[src/rtl/ttl_74593_seq.sv]
// Strobe sequencer for one 74593 counter/register (INC, LOAD, CLEAR, OE commands).
// Optional macro CNT_SHADOW_CHECK_EN: shadow count compared with q_in; a mismatch sets sticky err.
module ttl_74593_seq #(
  parameter int unsigned WIDTH        = 8,
  parameter int unsigned SETUP_CYCLES = 1,
  parameter int unsigned PULSE_CYCLES = 1
) (
  input  logic             clk,
  input  logic             reset_bar,
  input  logic             cmd_valid,
  input  logic [1:0]       cmd_op,
  input  logic [WIDTH-1:0] cmd_data,
  output logic             cmd_ready,
  output logic             done,
  output logic             wrap,
  output logic             err,
  output logic             CCK,
  output logic             RCK,
  output logic             CCKEN,
  output logic             CCKEN_bar,
  output logic             RCKEN_bar,
  output logic             CLOAD_bar,
  output logic             CCLR_bar,
  output logic             G,
  output logic             G_bar,
  output logic [WIDTH-1:0] d_out,
  input  logic             rco_bar,
  input  logic [WIDTH-1:0] q_in
);

  localparam int unsigned MAX_CYC = (SETUP_CYCLES > PULSE_CYCLES) ? SETUP_CYCLES : PULSE_CYCLES;
  localparam int unsigned CW      = (MAX_CYC > 1) ? $clog2(MAX_CYC) : 1;
  localparam logic [CW-1:0] SETUP_LAST = CW'(SETUP_CYCLES - 1);
  localparam logic [CW-1:0] PULSE_LAST = CW'(PULSE_CYCLES - 1);

  typedef enum logic [2:0] {IDLE, SETUP, ACTIVE, RELEASE, DONE} state_t;
  typedef enum logic [1:0] {OP_INC = 2'b00, OP_LOAD = 2'b01, OP_CLEAR = 2'b10, OP_OE = 2'b11} op_t;

  state_t          state, state_n;
  op_t             op, op_n;
  logic            ld_phase, ld_phase_n;
  logic [CW-1:0]   cnt, cnt_n;
  logic            wrap_pend, wrap_pend_n;
  logic            g_n;
  logic [WIDTH-1:0] d_n;
  logic            in_seq;
  logic            cck_n, rck_n, ccken_n, rcken_bar_n, cload_bar_n, cclr_bar_n;

  // Strobes are decoded from the next state and registered, so pins never glitch.
  always_comb begin
    state_n     = state;
    op_n        = op;
    ld_phase_n  = ld_phase;
    cnt_n       = cnt;
    wrap_pend_n = wrap_pend;
    g_n         = G;
    d_n         = d_out;
    unique case (state)
      IDLE: begin
        if (cmd_valid) begin
          op_n        = op_t'(cmd_op);
          ld_phase_n  = 1'b0;
          wrap_pend_n = !rco_bar && G;
          cnt_n       = SETUP_LAST;
          state_n     = SETUP;
          if (op_t'(cmd_op) == OP_OE) begin
            g_n     = cmd_data[0];
            state_n = DONE;
          end
          if (op_t'(cmd_op) == OP_LOAD) d_n = cmd_data;
        end
      end
      SETUP: begin
        if (cnt == '0) begin
          state_n = ACTIVE;
          cnt_n   = PULSE_LAST;
        end else begin
          cnt_n = cnt - 1'b1;
        end
      end
      ACTIVE: begin
        if (cnt == '0) state_n = RELEASE;
        else           cnt_n   = cnt - 1'b1;
      end
      RELEASE: begin
        // LOAD runs the RCK sub-sequence first, then replays the phases for CLOAD_bar.
        if (op == OP_LOAD && !ld_phase) begin
          ld_phase_n = 1'b1;
          cnt_n      = SETUP_LAST;
          state_n    = SETUP;
        end else begin
          state_n = DONE;
        end
      end
      DONE:    state_n = IDLE;
      default: state_n = IDLE;
    endcase

    in_seq      = (state_n == SETUP) || (state_n == ACTIVE) || (state_n == RELEASE);
    cck_n       = (state_n == ACTIVE) && (op_n == OP_INC || op_n == OP_CLEAR);
    rck_n       = (state_n == ACTIVE) && (op_n == OP_LOAD) && !ld_phase_n;
    ccken_n     = in_seq && (op_n == OP_INC);
    rcken_bar_n = !(in_seq && (op_n == OP_LOAD) && !ld_phase_n);
    cload_bar_n = !(((state_n == SETUP) || (state_n == ACTIVE)) && (op_n == OP_LOAD) && ld_phase_n);
    cclr_bar_n  = !(in_seq && (op_n == OP_CLEAR));
  end

  always_ff @(posedge clk or negedge reset_bar) begin
    if (!reset_bar) begin
      state     <= IDLE;
      op        <= OP_INC;
      ld_phase  <= 1'b0;
      cnt       <= '0;
      wrap_pend <= 1'b0;
      CCK       <= 1'b0;
      RCK       <= 1'b0;
      CCKEN     <= 1'b0;
      CCKEN_bar <= 1'b1;
      RCKEN_bar <= 1'b1;
      CLOAD_bar <= 1'b1;
      CCLR_bar  <= 1'b1;
      G         <= 1'b0;
      G_bar     <= 1'b1;
      d_out     <= '0;
      cmd_ready <= 1'b1;
      done      <= 1'b0;
      wrap      <= 1'b0;
    end else begin
      state     <= state_n;
      op        <= op_n;
      ld_phase  <= ld_phase_n;
      cnt       <= cnt_n;
      wrap_pend <= wrap_pend_n;
      CCK       <= cck_n;
      RCK       <= rck_n;
      CCKEN     <= ccken_n;
      CCKEN_bar <= !ccken_n;
      RCKEN_bar <= rcken_bar_n;
      CLOAD_bar <= cload_bar_n;
      CCLR_bar  <= cclr_bar_n;
      G         <= g_n;
      G_bar     <= !g_n;
      d_out     <= d_n;
      cmd_ready <= (state_n == IDLE);
      done      <= (state_n == DONE);
      wrap      <= (state_n == DONE) && (op_n == OP_INC) && wrap_pend_n;
    end
  end

`ifdef CNT_SHADOW_CHECK_EN
  logic [WIDTH-1:0] shadow;
  logic             finishing;

  assign finishing = (state == RELEASE) && (state_n == DONE);

  always_ff @(posedge clk or negedge reset_bar) begin
    if (!reset_bar) begin
      shadow <= '0;
      err    <= 1'b0;
    end else begin
      if (finishing) begin
        case (op)
          OP_INC:   shadow <= shadow + 1'b1;
          OP_LOAD:  shadow <= d_out;
          OP_CLEAR: shadow <= '0;
          default:  ;
        endcase
      end
      if (finishing && op == OP_CLEAR)               err <= 1'b0;
      else if (state == IDLE && G && q_in != shadow) err <= 1'b1;
    end
  end
`else
  logic unused_q;
  assign unused_q = ^q_in;
  assign err      = 1'b0;
`endif

endmodule

[config.mk]
export PLATFORM = sky130hd
export DESIGN_NAME = ttl_74593_seq
export DESIGN_NICKNAME = d
export VERILOG_FILES = /design/src/rtl/ttl_74593_seq.sv
export SDC_FILE = /design/constraint.sdc
export NUM_CORES = 1
export LEC_CHECK = 0
export ABC_CLOCK_PERIOD_IN_PS = 5500
export CAP_MARGIN = 10
export CORE_UTILIZATION = 46
export DETAILED_ROUTE_END_ITERATION = 10
export PLACE_DENSITY = 0.83
export SLEW_MARGIN = 30
export SYNTH_ARGS = -nofsm -noshare
export SYNTH_HDL_FRONTEND = slang
export SYNTH_SLANG_ARGS = --single-unit
export TNS_END_PERCENT = 30
[constraint.sdc]
create_clock -name clk -period 5.5 [get_ports clk]
set_input_delay 0.55 -clock clk [delete_from_list [all_inputs] [get_ports clk]]
set_output_delay 0.55 -clock clk [all_outputs]
set_load 0.01 [all_outputs]
# == After elaboration in Yosys (flattened, before gate mapping) ==
# Index checks and enable logic that the tools add are counted.
# word_totals
reg_bits,28
out_inout_bits,21
word_cells,84
# op_classes
n_mux,20
n_reduce_logical,31
n_eq_ne,14
n_addsub,1
# op_table
op,n
2-to-1 mux 3 bit,5
logical AND 1 bit,13
"equality test 3 x 2 -> 1 bit, second input constant",4
case mux 3 bit (4 select lines),1
2-to-1 mux 1 bit,10
zero test 1 bit,8
"equality test 2 x 1 -> 1 bit, second input constant",3
"equality test 3 x 1 -> 1 bit, second input constant",2
zero test 3 bit,2
AND reduction 3 bit,2
"equality test 2 bit, second input constant",2
2-to-1 mux 2 bit,2
"inequality test 2 bit, second input constant",2
"equality test 3 bit, second input constant",1
logical OR 1 bit,3
case mux 1 bit (3 select lines),1
nonzero test 3 bit,1
zero test 2 bit,1
case mux 1 bit (2 select lines),1
OR reduction 2 bit,1
"subtractor 1 bit, second input constant",1

# == Logic depth before layout (Yosys ltp) ==
# Gate-level depths: netlist of the first run.
# depth
depth_word,10
mapped_depth,5
depth_no_buf,3

# == Worst setup path before layout of the first run ==
# No wires, ideal clock.
# synth_path
path_type,register to register
start,register state[1]
end,register d_out[0]
path_slack_ps,3505
setup_time_ps,125
stages_incl_launch_ff,6
path_buffers,2
t_arrival_ps,1870
synth_period_minus_slack_ps,1995
cell_sequence,dfrtp_1 -> buf_6 -> or4b_1 -> buf_2 -> nor3b_4 -> mux2_2
# synth_via
elab_chain_len,2
# synth_rtl
element,line,text
from (decl),39,"state_t state, state_n;"
from (signal assigned),129,state <= state_n;
zero test 3 bit,58,unique case (state)
AND reduction 3 bit (no line),-,
to (signal assigned),143,d_out <= d_n;
to (decl),26,"output logic [WIDTH-1:0] d_out,"
# No other way between the ends.
# A chain may end at the register's enable or synchronous reset.

# == Worst setup path after layout of the first run ==
# layout_path
start,input cmd_valid
end,register d_out[3]
# layout_via
elab_chain_len,1
# layout_rtl
element,line,text
from (decl),10,"input logic cmd_valid,"
AND reduction 3 bit (no line),-,
# No other way between the ends.

==> impl_metrics.ini, run 1 <==
[sta]
period_needed_ps = 2320
worst_slew_pin_slew_ps = 782
hold_ws_ps = 202
tns_ps = 0
slew_violations = 0
fin_crit_sh_pct = 42.2
rsz0062_at_grt = no
finalSetupViolCount = 0
clock-skew-final_ps = 3.54
slew_headroom_pct = 47.7
finalHoldViolCount = 0
fmax_mhz = 431

[clocking]
worstSkewPairLatency_ps = 310
cts_setup_buffers = 0
cts_made_buffers = 3
clk_pin_slew_ps = 140
cts_sinks = 27
cts_root_buffer = clkbuf_4
cts_max_level = 1
cts_tree = yes
cts.repair.resized = 0
holdBufCountCts = 0
clock_path_buffers = 2

[power]
ir_worst_vdd_mv = 0.282
p_total_uw = 795
clkPwrFrac_pct = 10.4
combPwrFrac_pct = 45.1
seqPwrFrac_pct = 44.5
power_leakage_nw = 0.657
p_int_uw = 524
switching_share_pct = 34.0
power_density_nw_per_um2 = 528
switchingPower_uw = 271

[worst_setup_path]
start_kind = primary input
required_ps = 5720
path_class = in -> reg
critPathMaxFanout = 9
r2r_cells = 3
end_kind = register
crit_arrival_ps = 2540

[yosys]
syn-cell-area_um2 = 1160
synth.area.mux_share_pct = 13.4
synthAdderAreaFrac_pct = 0
synth_edf_count = 0
syn_area_per_cell_um2 = 12.7
synth_top_family_by_area = simple AND/OR/NAND/NOR gates
netlist_instances = 91
synthSimpleGateAreaFrac_pct = 15.1
async_flop_share_pct = 100
yosys_warnings = 0
ys_types = 33
synth_xor_area_share_pct = 0.756
yosysSeqAreaShare_pct = 59.0
synth-compound-area-share_pct = 7.34
syn-num-nets = 113
yosys.area.top_type_share_pct = 45.4
ys_seq_elements = 27
yosys.area.top_type = dfrtp_1
synth.area.top_cells = dfrtp_1, dfstp_2, mux2_2
ys.flop_type = dfrtp_1

[floorplan]
die_w_um = 52.2
rows = 17
die_h_um = 52.2
die-area_um2 = 2720
start_util_pct = 50.4
coreArea_um2 = 2300
pin_count = 43

[finish]
multi_input_area_um2 = 428
nets = 144
synthToLayoutAreaGrowth_pct = 30.0
largest_register_ffs = 8
register_area_um2 = 683
final_cell_mix = clkdlybuf4s50_1, dfrtp_1, mux2_2
final_common_cell = clkdlybuf4s50_1
fillers = 190
reg.largest.list = d_out: 8 flops, state: 3 flops, op: 2 flops
layout-drive-gt1-share_pct = 23.1
regMostFlops = d_out
diodes = 0

[global_routing]
grt_start_max_net_pins = 28
grt_pass1_wl_mm = 3.49
antenna_found_initial = 0
busiest_layer = met2
use_met2_pct = 29.1
use_met3_pct = 1.74
grt_usage_pct = 17.8
grt_pass1_vias = 786
grt-ovfl-total = 0
met1_usage_pct = 23.3

[routing]
ant_nets = 0
via_count = 808
routed_wirelength_mm = 2.15
wl_per_cell_um = 14.4
drt_drc_violations_left = 0
viasPerCell = 5.42
firstDrtPassIters = 4
drt-initial-drc-count = 7

[run_status]
status = finished clean

[placed_design]
portBuffers = 33
gp_congestion = 0.809
dp_hpwl_mm = 1.60

[flow_run]
maxCapViolCount = 0

[worst_hold_path]
hp-class = in -> async
## worst max-delay path: stages
cell and delay (ps):
clkdlybuf4s50_1 500, or4b_1 590, nor3b_4 490, mux2_2 400
## layer usage
metal  up-vias  share of wire, %
li1        381                 -
met1       400                45
met2        21                50
met3         6               2.2
met4         0               2.4
met5         -                 0
## power groups by stage
| stage | Sequential, mW | Clock [mW] | Combinational [mW] |
|---|---|---|---|
| after floorplan | 0.366 | 0 | 0.194 |
| after global placement | 0.352 | 0 | 0.350 |
| after detailed placement | 0.359 | 0 | 0.359 |
| after CTS | 0.355 | 0.0871 | 0.360 |
| after global routing | 0.365 | 0.0937 | 0.388 |
| final | 0.354 | 0.0826 | 0.358 |
## cells in the mapped netlist (2+ instances only)
master    number
buf_2          2
inv_1          2
nand3_1        4
a21oi_1        3
mux2i_1        2
a32o_1         2
clkbuf_1       3
and3_1         2
a21bo_2        2
dfstp_2        6
nor2_1         7
dfrtp_1       21
nand2_1        4
mux2_2        12
## through the flow
stage          util (%)  instances  area [um2]  setup slack, ps
6_report           65.6        149        1510             3180
5_1_grt            65.6        149        1510             3110
4_1_cts            65.6        149        1510             3160
3_5_place_dp       64.4        145        1480             2820
3_3_place_gp       64.6        145        1480             2850
2_1_floorplan         -         91        1160             3510
## logic make-up after synthesis
logic type,after synthesis
AO/OA/AOI/OAI,11
AND/OR/NAND/NOR,28
XOR/XNOR,1
other,1
flip-flops,27
multiplexers,14
buffers and inverters,9
## path summary, 6_finish.rpt
check                           from        end  slack [ps]
max                        cmd_valid   d_out[3]        3180
min                        reset_bar        CCK         200
max reg2reg                 state[1]   d_out[3]        3320
min reg2reg                        G      G_bar         490
max in group asynchronous  reset_bar  CCKEN_bar        4920
min in group clk                   G      G_bar         490
## area by class of cell
class                   count  share of cell area [%]
flip-flops and latches     27                    45.3
multi-input cells          55                    28.4
repair buffers             33                    21.6
well taps                  28                    2.33
clock buffers               3                    1.50
inverters                   2                   0.498
clock inverters             1                   0.332
No activity file was read; power rests on OpenSTA's default activity.
==> run 2, diff against run 1 <==
ABC_CLOCK_PERIOD_IN_PS = 2400   (was 5500)
CORE_UTILIZATION = 43   (was 46)
PLACE_DENSITY = 0.78   (was 0.83)
clock period = 2.4 ns   (was 5.5 ns; I/O delays follow)
==> run 2 against run 1 <==
  * Routed wire length is 1.1% lower
  * Sequential power is 130% higher
  * Flip-flop and latch count stayed put
  * Critical path depth is 1 lower
  * Hold slack better by 54 ps
  * Clock skew is 8.1 ps higher
  * Non-clock buffer count is 4 higher
  * Register-to-register slack worse by 3000 ps
  * Combinational power is 140% higher
  * Final area is 2.5% higher
  * Utilization is 4.4 points lower
==> impl_metrics.ini, run 2 (synthesis gave the netlist of run 1 again) <==
[run_status]
status = finished clean

[global_routing]
grt_pass1_wl_mm = 3.69
use_met3_pct = 4.24
grt-ovfl-total = 0
busiest_layer = met2
use_met2_pct = 28.4
met1_usage_pct = 23.9
grt_start_max_net_pins = 28
antenna_found_initial = 0
grt_pass1_vias = 788
grt_usage_pct = 18.4

[worst_setup_path]
end_kind = register
crit_buf_inv = 0
path_class = reg -> reg
reg2reg_from = state[1]
r2r-end = d_out[4]
max_stage_delay_ps = 620
slowest_stage = or4b_1
worst-r2r-setup-slack_ps = 320
required_ps = 2610
critPathTopFamily = simple AND/OR/NAND/NOR gates
crit_arrival_ps = 2300
critPathMaxFanout = 9
r2r_cells = 3
crit_chain = or4b_1 > nor3b_4 > mux2_2
start_kind = register

[clocking]
worstSkewPairLatency_ps = 320
cts_made_buffers = 3
clk_pin_slew_ps = 140
cts_max_level = 1
cts_sinks = 27
cts_root_buffer = clkbuf_4
cts_setup_buffers = 0
cts_tree = yes
holdBufCountCts = 0
clock_path_buffers = 2
cts.repair.resized = 0

[finish]
final_cell_mix = clkdlybuf4s50_1, dfrtp_1, mux2_2
regMostFlops = d_out
nets = 148
largest_register_ffs = 8
fillers = 213
synthToLayoutAreaGrowth_pct = 33.3
reg.largest.list = d_out: 8 flops, state: 3 flops, op: 2 flops
layout-drive-gt1-share_pct = 24.8
diodes = 0
final_common_cell = clkdlybuf4s50_1
design_area_um2 = 1540

[sta]
finalSetupViolCount = 0
fin_crit_sh_pct = 86.7
slew_violations = 0
finalHoldViolCount = 0
clock-skew-final_ps = 11.6
rsz0062_at_grt = no
hold_ws_ps = 256
fmax_mhz = 480
tns_ps = 0
period_needed_ps = 2080

[floorplan]
pin_count = 43
start_util_pct = 45.9
die_h_um = 53.9
coreArea_um2 = 2520
die_w_um = 53.9
rows = 18
die-area_um2 = 2910

[power]
power_leakage_nw = 0.676
ir_worst_vdd_mv = 0.697
power_density_nw_per_um2 = 1190

[routing]
viasPerCell = 5.25
via_count = 814
wl_per_cell_um = 13.7
drt_drc_violations_left = 0
drt-initial-drc-count = 10
firstDrtPassIters = 4
routed_wirelength_mm = 2.13
ant_nets = 0

[placed_design]
placed_cell_area_um2 = 1520
gp_congestion = 0.744
dp_hpwl_mm = 1.52
portBuffers = 33

[worst_hold_path]
hp-class = in -> async

[flow_run]
maxCapViolCount = 0
[run 2: worst max-delay path by stage]
| stage | cells past startpoint | end | from | slack (ps) |
|---|---|---|---|---|
| detailed placement | 4 | d_out[5] | cmd_valid | 80 |
| global placement | 4 | d_out[7] | cmd_valid | 150 |
| CTS | 3 | d_out[5] | state[1] | 300 |
| floorplan | 5 | d_out[0] | state[1] | 410 |
| finish | 3 | d_out[4] | state[1] | 320 |
| global route | 3 | d_out[7] | state[1] | 200 |
[run 2: layer usage]
layer	wire, um	up-vias
met5	0	-
met4	19	0
li1	-	383
met2	1070	18
met1	975	411
met3	63	2
[run 2: report_power, final]
part / leakage [nW] / switching [mW] / total, mW / internal, mW
clock network: 0.0177 / 0.126 / 0.189 / 0.0625
logic: 0.330 / 0.354 / 0.842 / 0.488
registers: 0.329 / 0.142 / 0.811 / 0.669
total: 0.676 / 0.623 / 1.84 / 1.22
[run 2: final cells by class]
type | count | area, um2 | share of cell area (%)
sequential | 27 | 683 | 44.2
multi-input combinational | 55 | 428 | 27.7
timing repair buffer | 37 | 360 | 23.3
tap | 30 | 37.5 | 2.43
clock buffer | 3 | 22.5 | 1.46
inverter | 2 | 7.51 | 0.486
clock inverter | 1 | 5.00 | 0.324
[run 2: through the flow]
step                total power [mW]  util (%)  instances  setup WS (ps)
floorplan                       1.28         -         91            405
global placement                1.63      60.1        151            149
detailed placement              1.66      60.1        151           84.4
CTS                             1.86      61.2        155            299
global route                    1.99      61.2        155            202
finish                          1.84      61.2        155            318
